==> src/rtl/cp0_reg_file_pkg.sv <==
// Shared CP0 definitions: register numbers, field positions, ExcCodes and reset values.
package cp0_reg_file_pkg;

    localparam int unsigned DATA_W = 32;
    localparam int unsigned ADDR_W = 5;

    localparam logic [ADDR_W-1:0] REG_BADVADDR = 5'd8;
    localparam logic [ADDR_W-1:0] REG_COUNT    = 5'd9;
    localparam logic [ADDR_W-1:0] REG_COMPARE  = 5'd11;
    localparam logic [ADDR_W-1:0] REG_STATUS   = 5'd12;
    localparam logic [ADDR_W-1:0] REG_CAUSE    = 5'd13;
    localparam logic [ADDR_W-1:0] REG_EPC      = 5'd14;

    localparam int unsigned STATUS_IE    = 0;
    localparam int unsigned STATUS_EXL   = 1;
    localparam int unsigned STATUS_IM_LO = 8;
    localparam int unsigned STATUS_IM_HI = 15;
    localparam int unsigned CAUSE_SW_LO  = 8;
    localparam int unsigned CAUSE_SW_HI  = 9;

    localparam logic [4:0] EXC_ADEL = 5'd4;
    localparam logic [4:0] EXC_ADES = 5'd5;

    localparam logic [DATA_W-1:0] STATUS_RESET = 32'h0040_0000;

    // Only address-error exceptions latch the faulting address.
    function automatic logic is_addr_exc(input logic [4:0] code);
        return (code == EXC_ADEL) || (code == EXC_ADES);
    endfunction

endpackage

==> src/rtl/cp0_reg_file_timer.sv <==
// Count/Compare timer: prescaled Count, Compare register and sticky timer-interrupt flag.
module cp0_reg_file_timer
    import cp0_reg_file_pkg::*;
#(
    parameter int unsigned COUNT_DIV = 2
) (
    input  logic              clk,
    input  logic              rst,
    input  logic              count_we,
    input  logic              compare_we,
    input  logic [DATA_W-1:0] wdata,
    output logic [DATA_W-1:0] count,
    output logic [DATA_W-1:0] compare,
    output logic              ti
);

    localparam int unsigned DIV_W = 2;
    localparam logic [DIV_W-1:0] DIV_LAST = DIV_W'(COUNT_DIV - 1);

    logic [DIV_W-1:0]  div;
    logic [DIV_W-1:0]  div_n;
    logic [DATA_W-1:0] count_n;
    logic [DATA_W-1:0] compare_n;
    logic              ti_n;

    // A Count write reloads and restarts the prescaler, replacing that cycle's tick.
    always_comb begin
        div_n     = div;
        count_n   = count;
        compare_n = compare;
        ti_n      = ti;
        if (count_we) begin
            count_n = wdata;
            div_n   = '0;
        end else if (div == DIV_LAST) begin
            count_n = count + 32'd1;
            div_n   = '0;
        end else begin
            div_n = div + 2'd1;
        end
        if (compare_we) begin
            compare_n = wdata;
            ti_n      = 1'b0;
        end else if ((count_n == compare) && (compare != '0)) begin
            ti_n = 1'b1;
        end
    end

    always_ff @(posedge clk) begin
        if (!rst) begin
            div     <= '0;
            count   <= '0;
            compare <= '0;
            ti      <= 1'b0;
        end else begin
            div     <= div_n;
            count   <= count_n;
            compare <= compare_n;
            ti      <= ti_n;
        end
    end

endmodule

==> src/rtl/cp0_reg_file.sv <==
// CP0 register file: MFC0/MTC0 access, exception/ERET bookkeeping, timer and interrupt pending.
module cp0_reg_file
    import cp0_reg_file_pkg::*;
#(
    parameter int unsigned COUNT_DIV = 2,
    parameter int unsigned INT_NUM   = 6
) (
    input  logic               clk,
    input  logic               rst,
    input  logic               cp_read_en,
    input  logic [ADDR_W-1:0]  cp_read_addr,
    output logic [DATA_W-1:0]  cp_read_data,
    input  logic               cp_write_en,
    input  logic [ADDR_W-1:0]  cp_write_addr,
    input  logic [DATA_W-1:0]  cp_write_data,
    input  logic [INT_NUM-1:0] hw_int,
    input  logic               exc_en,
    input  logic [4:0]         exc_code,
    input  logic [DATA_W-1:0]  exc_pc,
    input  logic               exc_delay_slot,
    input  logic [DATA_W-1:0]  exc_badvaddr,
    input  logic               eret,
    output logic [DATA_W-1:0]  status,
    output logic [DATA_W-1:0]  cause,
    output logic [DATA_W-1:0]  epc,
    output logic               int_pending
);

    logic [7:0]         im, im_n;
    logic               exl, exl_n;
    logic               ie, ie_n;
    logic               bd, bd_n;
    logic [4:0]         code, code_n;
    logic [1:0]         ip_sw, ip_sw_n;
    logic [INT_NUM-1:0] ip_hw;
    logic [DATA_W-1:0]  epc_r, epc_n;
    logic [DATA_W-1:0]  badvaddr, badvaddr_n;
    logic [DATA_W-1:0]  count;
    logic [DATA_W-1:0]  compare;
    logic               ti;

    logic wr_count, wr_compare, wr_status, wr_cause, wr_epc;

    assign wr_count   = cp_write_en && (cp_write_addr == REG_COUNT);
    assign wr_compare = cp_write_en && (cp_write_addr == REG_COMPARE);
    assign wr_status  = cp_write_en && (cp_write_addr == REG_STATUS);
    assign wr_cause   = cp_write_en && (cp_write_addr == REG_CAUSE);
    assign wr_epc     = cp_write_en && (cp_write_addr == REG_EPC);

    cp0_reg_file_timer #(.COUNT_DIV(COUNT_DIV)) u_timer (
        .clk        (clk),
        .rst        (rst),
        .count_we   (wr_count),
        .compare_we (wr_compare),
        .wdata      (cp_write_data),
        .count      (count),
        .compare    (compare),
        .ti         (ti)
    );

    // Lowest priority applied first: MTC0, then ERET, then exception override.
    always_comb begin
        im_n       = im;
        exl_n      = exl;
        ie_n       = ie;
        bd_n       = bd;
        code_n     = code;
        ip_sw_n    = ip_sw;
        epc_n      = epc_r;
        badvaddr_n = badvaddr;
        if (wr_status) begin
            im_n  = cp_write_data[STATUS_IM_HI:STATUS_IM_LO];
            exl_n = cp_write_data[STATUS_EXL];
            ie_n  = cp_write_data[STATUS_IE];
        end
        if (wr_cause) begin
            ip_sw_n = cp_write_data[CAUSE_SW_HI:CAUSE_SW_LO];
        end
        if (wr_epc) begin
            epc_n = cp_write_data;
        end
        if (eret) begin
            exl_n = 1'b0;
        end
        if (exc_en) begin
            exl_n  = 1'b1;
            code_n = exc_code;
            if (!exl) begin
                bd_n  = exc_delay_slot;
                epc_n = exc_delay_slot ? (exc_pc - 32'd4) : exc_pc;
            end
            if (is_addr_exc(exc_code)) begin
                badvaddr_n = exc_badvaddr;
            end
        end
    end

    always_ff @(posedge clk) begin
        if (!rst) begin
            im       <= '0;
            exl      <= 1'b0;
            ie       <= 1'b0;
            bd       <= 1'b0;
            code     <= '0;
            ip_sw    <= '0;
            ip_hw    <= '0;
            epc_r    <= '0;
            badvaddr <= '0;
        end else begin
            im       <= im_n;
            exl      <= exl_n;
            ie       <= ie_n;
            bd       <= bd_n;
            code     <= code_n;
            ip_sw    <= ip_sw_n;
            ip_hw    <= hw_int;
            epc_r    <= epc_n;
            badvaddr <= badvaddr_n;
        end
    end

    // IP[7] shares the top hardware line with the timer interrupt.
    assign status = STATUS_RESET | {16'd0, im, 6'd0, exl, ie};
    assign cause  = {bd, ti, 14'd0, ip_hw[5] | ti, ip_hw[4:0], ip_sw, 1'b0, code, 2'b00};
    assign epc    = epc_r;

    assign int_pending = ie && !exl && (|(cause[15:8] & im));

    always_comb begin
        cp_read_data = '0;
        if (cp_read_en) begin
            case (cp_read_addr)
                REG_BADVADDR: cp_read_data = badvaddr;
                REG_COUNT:    cp_read_data = count;
                REG_COMPARE:  cp_read_data = compare;
                REG_STATUS:   cp_read_data = status;
                REG_CAUSE:    cp_read_data = cause;
                REG_EPC:      cp_read_data = epc_r;
                default:      cp_read_data = '0;
            endcase
        end
    end

endmodule

==> config.mk <==
export PLATFORM = sky130hd
export DESIGN_NAME = cp0_reg_file
export DESIGN_NICKNAME = d
export VERILOG_FILES = /design/src/rtl/cp0_reg_file_pkg.sv /design/src/rtl/cp0_reg_file_timer.sv /design/src/rtl/cp0_reg_file.sv
export SDC_FILE = /design/constraint.sdc
export NUM_CORES = 1
export LEC_CHECK = 0
export CORE_AREA = 4 4 144 146
export CTS_CLUSTER_DIAMETER = 80
export DETAILED_ROUTE_END_ITERATION = 12
export DIE_AREA = 0 0 148 150
export PLACE_DENSITY = 0.87
export SLEW_MARGIN = 20
export SYNTH_ARGS = -nofsm -noshare
export SYNTH_HDL_FRONTEND = slang
export SYNTH_SLANG_ARGS = --single-unit
export TNS_END_PERCENT = 30
==> constraint.sdc <==
create_clock -name clk -period 6.1 [get_ports clk]
set_input_delay 0.915 -clock clk [delete_from_list [all_inputs] [get_ports clk]]
set_output_delay 0.915 -clock clk [all_outputs]
set_load 0.03 [all_outputs]
==> Yosys cells after proc, flatten, opt, wreduce, memory -nomap -nowiden <==
Index checks and enable logic that the tools add are counted.
{ "classes": {"n_addsub": 3, "bitwise_logic": 4, "n_eq_ne": 15, "n_reduce_logical": 17, "muxes": 11} }
{ "ops": {"columns": ["op", "n"], "rows": [
  ["$mux 32", 7],
  ["$pmux 32 s6", 1],
  ["$eq 5x4->1 const B", 11],
  ["$add 32x1->32 const B", 1],
  ["$eq 32x32->1", 1],
  ["$reduce_bool 32->1", 1],
  ["$sub 32x3->32 const B", 1],
  ["$eq 5x3->1 const B", 2],
  ["$and 8x8->8", 1],
  ["$logic_and 1x1->1", 8],
  ["$reduce_or 8->1", 1],
  ["$reduce_and 2->1", 2],
  ["$mux 1", 3],
  ["$reduce_bool 3->1", 1],
  ["$reduce_or 3->1", 1],
  ["$add 2x1->2 const B", 1],
  ["$eq 2x1->1 const B", 1],
  ["$not 1->1", 2],
  ["$reduce_or 2->1", 1],
  ["$logic_not 1->1", 1],
  ["$logic_or 1x1->1", 1],
  ["$or 1x1->1", 1]
]} }
{ "word_totals": {"elab_cells": 63, "out_inout_bits": 129, "inputBits": 124, "register_bits": 155} }

==> Longest topological paths before layout <==
{ "depth": {"depth_word": 5, "depth_mapped": 12, "ltp_nobuf": 10} }

==> By module <==
Synthesis repeated with hierarchy kept, for this count alone.
{ "hier_totals": {"hier_cells": 1200, "hier_area_um2": 9917.0} }
{ "modules_own_cells": {"columns": ["mod", "cells_each", "area_per_inst_um2", "n_inst", "seq_area_each_um2"], "rows": [
  ["cp0_reg_file", 668, 5537.8, 1, 1761.7],
  ["cp0_reg_file_timer", 532, 4379.2, 1, 1341.3]
]} }

==> Least setup slack after synthesis <==
OpenSTA, ideal clock, no wires.
{ "synth_path": {"path_kind": "input port to output port", "start": "input port cp_read_addr[3]", "end": "output port cp_read_data[10]", "path_slack_ps": 2398, "path_stages": 7, "n_path_buf": 2, "arrival_time_ps": 2787, "path_cell_list": "nor2b_1 -> nand2b_1 -> clkbuf_1 -> nor3_1 -> clkbuf_1 -> a22oi_1 -> a21oi_1"} }
{ "synth_between": {"elab_chain_cells": 3} }
{ "synth_rtl": {"columns": ["element", "line", "text"], "rows": [
  ["from (decl)", "cp0_reg_file.sv:11", "input logic [ADDR_W-1:0] cp_read_addr,"],
  ["$eq 5x4->1", "cp0_reg_file.sv:132", "case (cp_read_addr)"],
  ["$pmux 32 s6 (*)", "cp0_reg_file.sv:132", null],
  ["$mux 32 (*)", "cp0_reg_file.sv:131", "if (cp_read_en) begin"],
  ["to (decl)", "cp0_reg_file.sv:12", "output logic [DATA_W-1:0] cp_read_data,"]
]} }
Every way passes the cells marked *; elsewhere a longest branch is shown, timed or not.

==> Final worst setup path <==
{ "layout_path": {"start": "input port cp_read_addr[1]", "end": "output port cp_read_data[7]"} }
The elaborated chain is that of the path after synthesis.

==> reports/summary.md <==
The flow ran to the end, and the final reports show no timing, DRC or antenna violations. Yosys mapped a number of flops with a built-in enable equal to 0. STA puts the critical path data required time at 5.18 ns.

Traced cell by cell, the critical path runs through clkdlybuf4s50_1 -> buf_4 -> nor2_1 -> a22oi_1 -> nor2_1 -> a21oi_1 -> nor2_1 -> clkdlybuf4s50_1. For the overall routed net length, the log shows 36,400 um. The number of hold buffers added after cts is 0. Average cell area after synthesis: 7.72 um^2. The logs give 0.0114 ns for the final worst clock skew and 32.5% for the post-synthesis sequential area ratio. STA classifies the critical path startpoint as an input port. The tools report the total clock buffers created by CTS as 17. Critical path start-end classification: input port to output port. The detailed router placed 9,982 vias in this run. Routability-driven placement finished with a final weighted congestion of 1.01. For the worst setup path, the data arrival time is 4.23 ns.

Setup repair after global routing left no endpoint under its margin. The run gives 1.15 ns as the worst slack after detailed placement. Counting stages on the worst path, the most repeated cell is sky130_fd_sc_hd__nor2_1. The first-pass GRT wire length is 55,600 um. The HPWL after detailed placement is 27,600 um.

The logs give 28.8% for the worst slew margin relative to its limit and 1 for the initial antenna violation count. The share of synthesized flip-flops with an asynchronous set or reset works out to 0%. The initial core utilization was 49.2%; the layout overhead on the synthesized area was 28.0%.

In the routed design, unresolved DRC markers number 0. Count of standard-cell rows: 51. The flop-to-flop setup slack was 2.37 ns; the area after detailed placement was 11,600 um^2.

Clock-pin slew was measured on the worst setup and hold paths at 0.06 ns. After synthesis the netlist holds a flip-flop and latch count of 155. The post-detailed-route count of antenna-violating nets was 0; the aggregate global routing overflow was 0. CTS built an H-tree with a depth of 4.

The number of nets in the finished design is 1,510, and the peak supply drop is 0.000197 V. The core region is 19,400 um^2. For the pin with the worst max-slew slack, the measured transition is 1.06 ns. Entering global routing, the biggest net connects 74 pins. The proportion of layout cells with a drive suffix above 1 is 5.81%. The number of iterations in the first detailed-routing pass is 6.

The hold path depth was 1. The net switching fraction of the power is 27.9%. The logs give 0 for the max-capacitance violation count and 22,200 um^2 for the floorplan die area. Reg-to-reg critical path endpoint: u_timer.ti.

The slowest stage of the critical path belongs to the cell sky130_fd_sc_hd__nor2_1. The boundary pin count is 253. The vertical extent of the die was 150 um; the clock latency at the later pin of the worst-skew pair was 0.44 ns.

The total count of hold-check failures in the final report was 0. The shortest clock period the worst path allows after layout works out to 5.15 ns. The setup slack after layout was 0.954 ns; the areal power density over the cells was 218 nW/um^2. Dividing the detail-routed wire length by the instance count gives 21.9 um. With fillers left out, the area of the finished cells amounts to 12,200 um^2. For this run, the leading register cell type out of synthesis is sky130_fd_sc_hd__dfxtp_1.

The post-detailed-route via-to-cell ratio is 6.01, and the post-CTS setup-driven buffer insertion count is 0. The share of total power dissipated in sequential elements is 40.8%. Of the total power, the clock network draws 42.7%. The tools report the met2 wire length as 16,400 um. Global routing used 32.2% of the available tracks. From left edge to right edge, the die measures 148 um. The startpoint identified for the worst hold timing path is u_timer.div[0].

The switching power is 0.743 mW. The netlist uses 72 different library cells. The logs give 0 for the final count of pins violating max slew and 2 for the worst-case clock buffer depth. In this design, the stage delay of the slowest critical-path cell is 0.82 ns. The portion of the clock cycle consumed by the worst path in the final layout is 84.4%. After detailed routing, the met3 layer carries 4380 um of wire. Post-CTS repair changed the size of 0 cells.

For this run, the number of Yosys warnings is 0. The total negative slack is 0 ns, and the internal power contribution is 1.92 mW. The top metal layer carrying routed signals is met4.

For the via count of the first global-routing pass, the log shows 9,426. In this run the critical register-to-register path is launched from u_timer.div[0]. TritonCTS built the clock tree.

For the worst flop-to-flop path, the logic depth is 9. In the final routing, the length of wire on met1 measures 14,700 um. Critical path endpoint category: an output port.

After synthesis the cells add up to 9540 um^2. Setup violations remaining at the end of the flow were counted as 0. The relative contribution of combinational cells to total power is 16.5%. For the number of DRC violations after detailed-routing iteration 0, the log shows 1,357. The clock sink count was 155. The tools report the number of standard cells in the final layout excluding fillers as 1,660.

The tools report the achievable frequency as 0.194 GHz. The largest fanout of any net on the critical path is 19, and the gate count after technology mapping is 1,235. The path category of the worst min-delay check is flip-flop to flip-flop. The leakage dissipation was 4.13 nW. The worst hold path terminates at u_timer.div[0]. The number of placed instances, taps included was 1,629.

Root buffer selected by CTS: sky130_fd_sc_hd__clkbuf_16. Input and output buffers added on the ports amount to 213.
==> routing by layer <==
| layer | up-vias | track usage [%] |
|---|---|---|
| li1 | 4578 | - |
| met1 | 4658 | 44.0 |
| met2 | 666 | 50.8 |
| met3 | 80 | 7.87 |
| met4 | 0 | 8.78 |
| met5 | - | 0 |
==> layout make-up <==
type	instances	area, um^2
antenna	1	2.50
clock buffer	20	447
clock inverter	10	168
fill	1652	7190
inverter	21	80.1
multi-input combinational	957	5810
sequential	155	3100
tap	265	332
timing repair buffer	231	2270
==> worst max-delay path, delay by kind of cell <==
kind                   cells  cell delay [ns]
buffers and inverters      3             1.85
AND/OR/NAND/NOR            3             1.16
AO/OA/AOI/OAI              2             0.30
==> cells by family after synthesis <==
family | count (synthesis) | synth area share (%)
buf+inv | 160 | 8.40
compound gates | 270 | 18.7
xor+xnor | 94 | 8.78
other cells | 2 | 0.0787
mux | 75 | 8.04
flops | 155 | 32.5
fa+ha+maj | 3 | 0.394
simple gates | 476 | 23.1
==> cells in the final DEF, fill, tap and decap left out, types with 10 or more instances in the layout <==
| cell type | instances |
|---|---|
| sky130_fd_sc_hd__clkdlybuf4s50_1 | 213 |
| sky130_fd_sc_hd__nand2_1 | 187 |
| sky130_fd_sc_hd__dfxtp_1 | 155 |
| sky130_fd_sc_hd__nor2_1 | 140 |
| sky130_fd_sc_hd__a21oi_1 | 105 |
| sky130_fd_sc_hd__mux2i_1 | 62 |
| sky130_fd_sc_hd__xnor2_1 | 57 |
| sky130_fd_sc_hd__a22oi_1 | 40 |
| sky130_fd_sc_hd__conb_1 | 39 |
| sky130_fd_sc_hd__a211oi_1 | 38 |
| sky130_fd_sc_hd__xor2_1 | 36 |
| sky130_fd_sc_hd__nor3_1 | 24 |
| sky130_fd_sc_hd__inv_1 | 20 |
| sky130_fd_sc_hd__nand4_1 | 20 |
| sky130_fd_sc_hd__nor4_1 | 20 |
| sky130_fd_sc_hd__o21ai_0 | 19 |
| sky130_fd_sc_hd__buf_4 | 18 |
| sky130_fd_sc_hd__clkbuf_16 | 17 |
| sky130_fd_sc_hd__mux2_2 | 13 |
| sky130_fd_sc_hd__nand3_1 | 12 |
| sky130_fd_sc_hd__a31oi_1 | 11 |
| sky130_fd_sc_hd__a221oi_1 | 11 |
| sky130_fd_sc_hd__and2_1 | 10 |
==> per-stage QoR <==
stage | power, mW | hold WS [ns] | utilization, %
2_1_floorplan | 1.35 | 0.397 | -
3_3_place_gp | 1.53 | 0.404 | 59.7
3_5_place_dp | 1.54 | 0.416 | 59.7
4_1_cts | 2.66 | 0.424 | 62.9
5_1_grt | 2.74 | 0.450 | 62.9
6_report | 2.67 | 0.417 | 62.9
==> power by group through the flow <==
stage | clock network [mW] | registers [mW] | logic [mW]
after CTS | 1.14 | 1.09 | 0.434
after detailed placement | 0 | 1.11 | 0.432
after floorplan | 0 | 1.13 | 0.217
final | 1.14 | 1.09 | 0.440
after global routing | 1.18 | 1.09 | 0.464
after global placement | 0 | 1.11 | 0.426
==> Yosys cell counts (all sizes together), types with 3 or more instances <==
| library cell | number | area share, % |
|---|---|---|
| or2 | 6 | 0.39 |
| nor2 | 140 | 5.5 |
| nor3b | 4 | 0.31 |
| nor4 | 21 | 1.5 |
| o2111ai | 4 | 0.37 |
| and2 | 10 | 0.66 |
| or4 | 8 | 0.71 |
| inv | 20 | 0.79 |
| a311oi | 4 | 0.37 |
| o211a | 8 | 0.84 |
| ha | 3 | 0.39 |
| mux2 | 13 | 1.5 |
| nand3 | 13 | 0.73 |
| o211ai | 3 | 0.24 |
| or3 | 9 | 0.59 |
| nand2b | 5 | 0.33 |
| a21oi | 105 | 5.5 |
| o21ai | 20 | 1.0 |
| and4 | 6 | 0.55 |
| buf | 61 | 4.4 |
| nand2 | 187 | 7.4 |
| a31oi | 11 | 0.72 |
| nor3 | 27 | 1.4 |
| xor2 | 36 | 3.3 |
| and3 | 7 | 0.46 |
| a22oi | 40 | 3.1 |
| a221oi | 11 | 1.0 |
| dfxtp | 155 | 33 |
| nand4 | 21 | 1.4 |
| mux2i | 62 | 6.5 |
| xnor2 | 57 | 5.2 |
| a211oi | 39 | 3.1 |
| clkbuf | 78 | 3.1 |
| o31ai | 4 | 0.31 |
| nor2b | 4 | 0.26 |
==> sequential cells by signal, indices dropped and copies added, names as in the netlist, 2 cells and up <==
register and cells:
badvaddr 32, epc 32, u_timer.compare 32, u_timer.count 32, im 8, ip_hw 6, code 5, ip_sw 2
u_timer.div 2
==> worst max-delay path by stage <==
stage	slack, ns	to	start
3_3_place_gp	1.23	cp_read_data[7]	cp_read_addr[1]
2_1_floorplan	2.40	cp_read_data[10]	cp_read_addr[3]
6_report	0.95	cp_read_data[7]	cp_read_addr[1]
4_1_cts	1.09	cp_read_data[7]	cp_read_addr[1]
5_1_grt	0.95	cp_read_data[7]	cp_read_addr[1]
3_5_place_dp	1.15	cp_read_data[7]	cp_read_addr[1]
Power figures use the tool's default switching activity.
==> RTL edit, RTL diff (config.mk and constraints unchanged) <==
Take the reset off `badvaddr` and load it in a clocked block of its own.
--- a/src/rtl/cp0_reg_file.sv
+++ b/src/rtl/cp0_reg_file.sv
@@ -105,7 +105,6 @@
             ip_sw    <= '0;
             ip_hw    <= '0;
             epc_r    <= '0;
-            badvaddr <= '0;
         end else begin
             im       <= im_n;
             exl      <= exl_n;
@@ -115,8 +114,11 @@
             ip_sw    <= ip_sw_n;
             ip_hw    <= hw_int;
             epc_r    <= epc_n;
-            badvaddr <= badvaddr_n;
         end
+    end
+
+    always_ff @(posedge clk) begin
+        badvaddr <= badvaddr_n;
     end
 
     // IP[7] shares the top hardware line with the timer interrupt.
Function: changed (a bounded check fails within 4 cycles, from zero or initial values and one cycle with rst low).
==> RTL edit against the original RTL <==
  * Count of clock-buffer cells in the layout shrank 2
  * Sequential cell count unchanged
  * Clock skew shrank 0.0030 ns
  * Cell area fell by 0.22%
  * Synthesized area decreased by 0.91%
  * Routed wire length is 6.4% lower
  * Clock power rose by 11%
  * Combinational power fell by 2%
  * Total power grew 5.9%
  * Critical path depth unchanged
  * Worst setup slack better by 0.28 ns
  * Critical path type unchanged
  * Largest power group unchanged
==> RTL edit: results (changes against the original RTL) <==
stage	metric	value	unit	change
run_status	outcome	completed		
pwr	leakage power	4.16	nW	+0.68%
synthesis	top post-synthesis cells by area	dfxtp_1 (26%), edfxtp_1 (10%), mux2i_1 (6.0%), nor2_1 (5.3%), xor2_1 (4.6%)		
final_layout	nets@finish	1395		-7.6%
critical_path	flop2flop setup slack	2.59	ns	+0.22 ns
global_route	antenna violations before repair	1		unchanged
detailed_routing	drt first pass iters	5		-1
global_route	GRT Total Usage	0.299		-0.0225
global_route	vias in the first global route	9120		-3.2%
timing	WHS	0.440	ns	+0.0233 ns
final_layout	n_diodes	0		-1
synthesis	Seq/Total Area, Yosys	0.362		+0.0369
placed_design	Cell Area, Placed	11500	um^2	-0.85%
pwr	Max VDD drop	0.000195	V	-0.95%
detailed_routing	Routed wire per std cell	22.0	um	+0.47%
placed_design	Post-DP HPWL	25.2	mm	-8.8%
final_layout	share of cells above drive strength 1	0.0710		+0.0129
synthesis	number of synthesized flops with an enable pin	32		+32
global_route	first-pass GRT wire length	51.6	mm	-7.1%
critical_path	worst path arrival time	3.95	ns	-0.28 ns
pwr	switching power	0.749	mW	+0.77%
synthesis	top_reg_cell synth	dfxtp_1		
critical_path	R2R Path Start	u_timer.count[15]		
worst_hold_path	min-delay src	u_timer.div[0]		
synthesis	Async SR Flop Fraction	0		unchanged
clock_tree	post-CTS setup buffer count	0		unchanged
placed_design	I/O Buffers	213		unchanged
global_route	routing usage on met1	0.386		-0.0541
timing	worst slew pin tran	1.17	ns	+0.110 ns
global_route	GRT met3 Usage	0.0721		-0.00666
critical_path	Max FO, Critical Path	18		-1
synthesis	Cell variety after synth	78		+8.3%
detailed_routing	first-iteration detailed-routing DRC count	1324		-2.4%
detailed_routing	via density per instance	6.14		+2.2%
timing	Clock Skew	0.00843	ns	-0.00296 ns
global_route	M2 GR Usage	0.480		-0.0285
global_route	largest net degree at the start of global routing	57		-23%
worst_hold_path	Hold Path Cell Cnt	1		unchanged
placed_design	placer congestion estimate	0.943		-6.9%
synthesis	Synth top cells by count	nor2_1 (133), dfxtp_1 (123), nand2_1 (116)		
-- RTL edit: area by class of cell --
cell class	instances	area [um^2]
fillers	1573	7220
multi-input cells	845	5390
flip-flops and latches	155	3420
repair buffers	228	2260
clock buffers	18	429
well taps	265	332
clock inverters	14	267
inverters	21	78.8
-- RTL edit: stage by stage --
step                worst slack [ns]  cells  utilization
global route                    1.14   1546        0.628
floorplan                       2.34   1145            -
detailed placement              1.34   1514        0.592
global placement                1.41   1514        0.592
CTS                             1.31   1546        0.628
finish                          1.23   1546        0.628
-- RTL edit: power by group through the flow --
| stage | Sequential [mW] | Combinational, mW | Clock, mW |
|---|---|---|---|
| after floorplan | 1.17 | 0.210 | 0 |
| after global routing | 1.13 | 0.453 | 1.31 |
| after CTS | 1.12 | 0.424 | 1.27 |
| after global placement | 1.14 | 0.415 | 0 |
| after detailed placement | 1.14 | 0.421 | 0 |
| final | 1.12 | 0.430 | 1.27 |
-- RTL edit: cell families (layout without fill, tap and decap cells) --
logic type                 after synthesis  in the layout  synth area share
and+or+nand+nor                        398            398             0.205
AOI/OAI and AO/OA                      236            236             0.173
DFF                                    155            155             0.362
buffers and inverters                  145            281            0.0834
xor gates and xnor gates                91             91            0.0859
muxes                                   78             78            0.0854
adders and majority gates                3              3           0.00397
other                                    2             39          0.000795
-- RTL edit: critical path, stage by stage --
cell and delay, ns:
clkdlybuf4s50_1 0.45, nor2b_1 0.27, nor2b_1 0.17, buf_4 0.23
and2_1 0.68, a22oi_1 0.22, a31oi_1 0.29, clkdlybuf4s50_1 0.72
-- RTL edit: worst max path at each step --
stage	slack [ns]	startpoint	end	cells after the start
global placement	1.41	cp_read_addr[3]	cp_read_data[2]	8
finish	1.23	cp_read_addr[3]	cp_read_data[30]	8
floorplan	2.34	cp_read_addr[1]	cp_read_data[15]	7
CTS	1.31	cp_read_addr[3]	cp_read_data[30]	8
detailed placement	1.34	cp_read_addr[3]	cp_read_data[31]	8
global route	1.14	cp_read_addr[0]	cp_read_data[5]	6
-- RTL edit: layer usage --
metal	vias up	routed length (um)
met4	2	1360
li1	4215	-
met5	-	11
met2	669	15700
met3	112	3840
met1	4502	13100
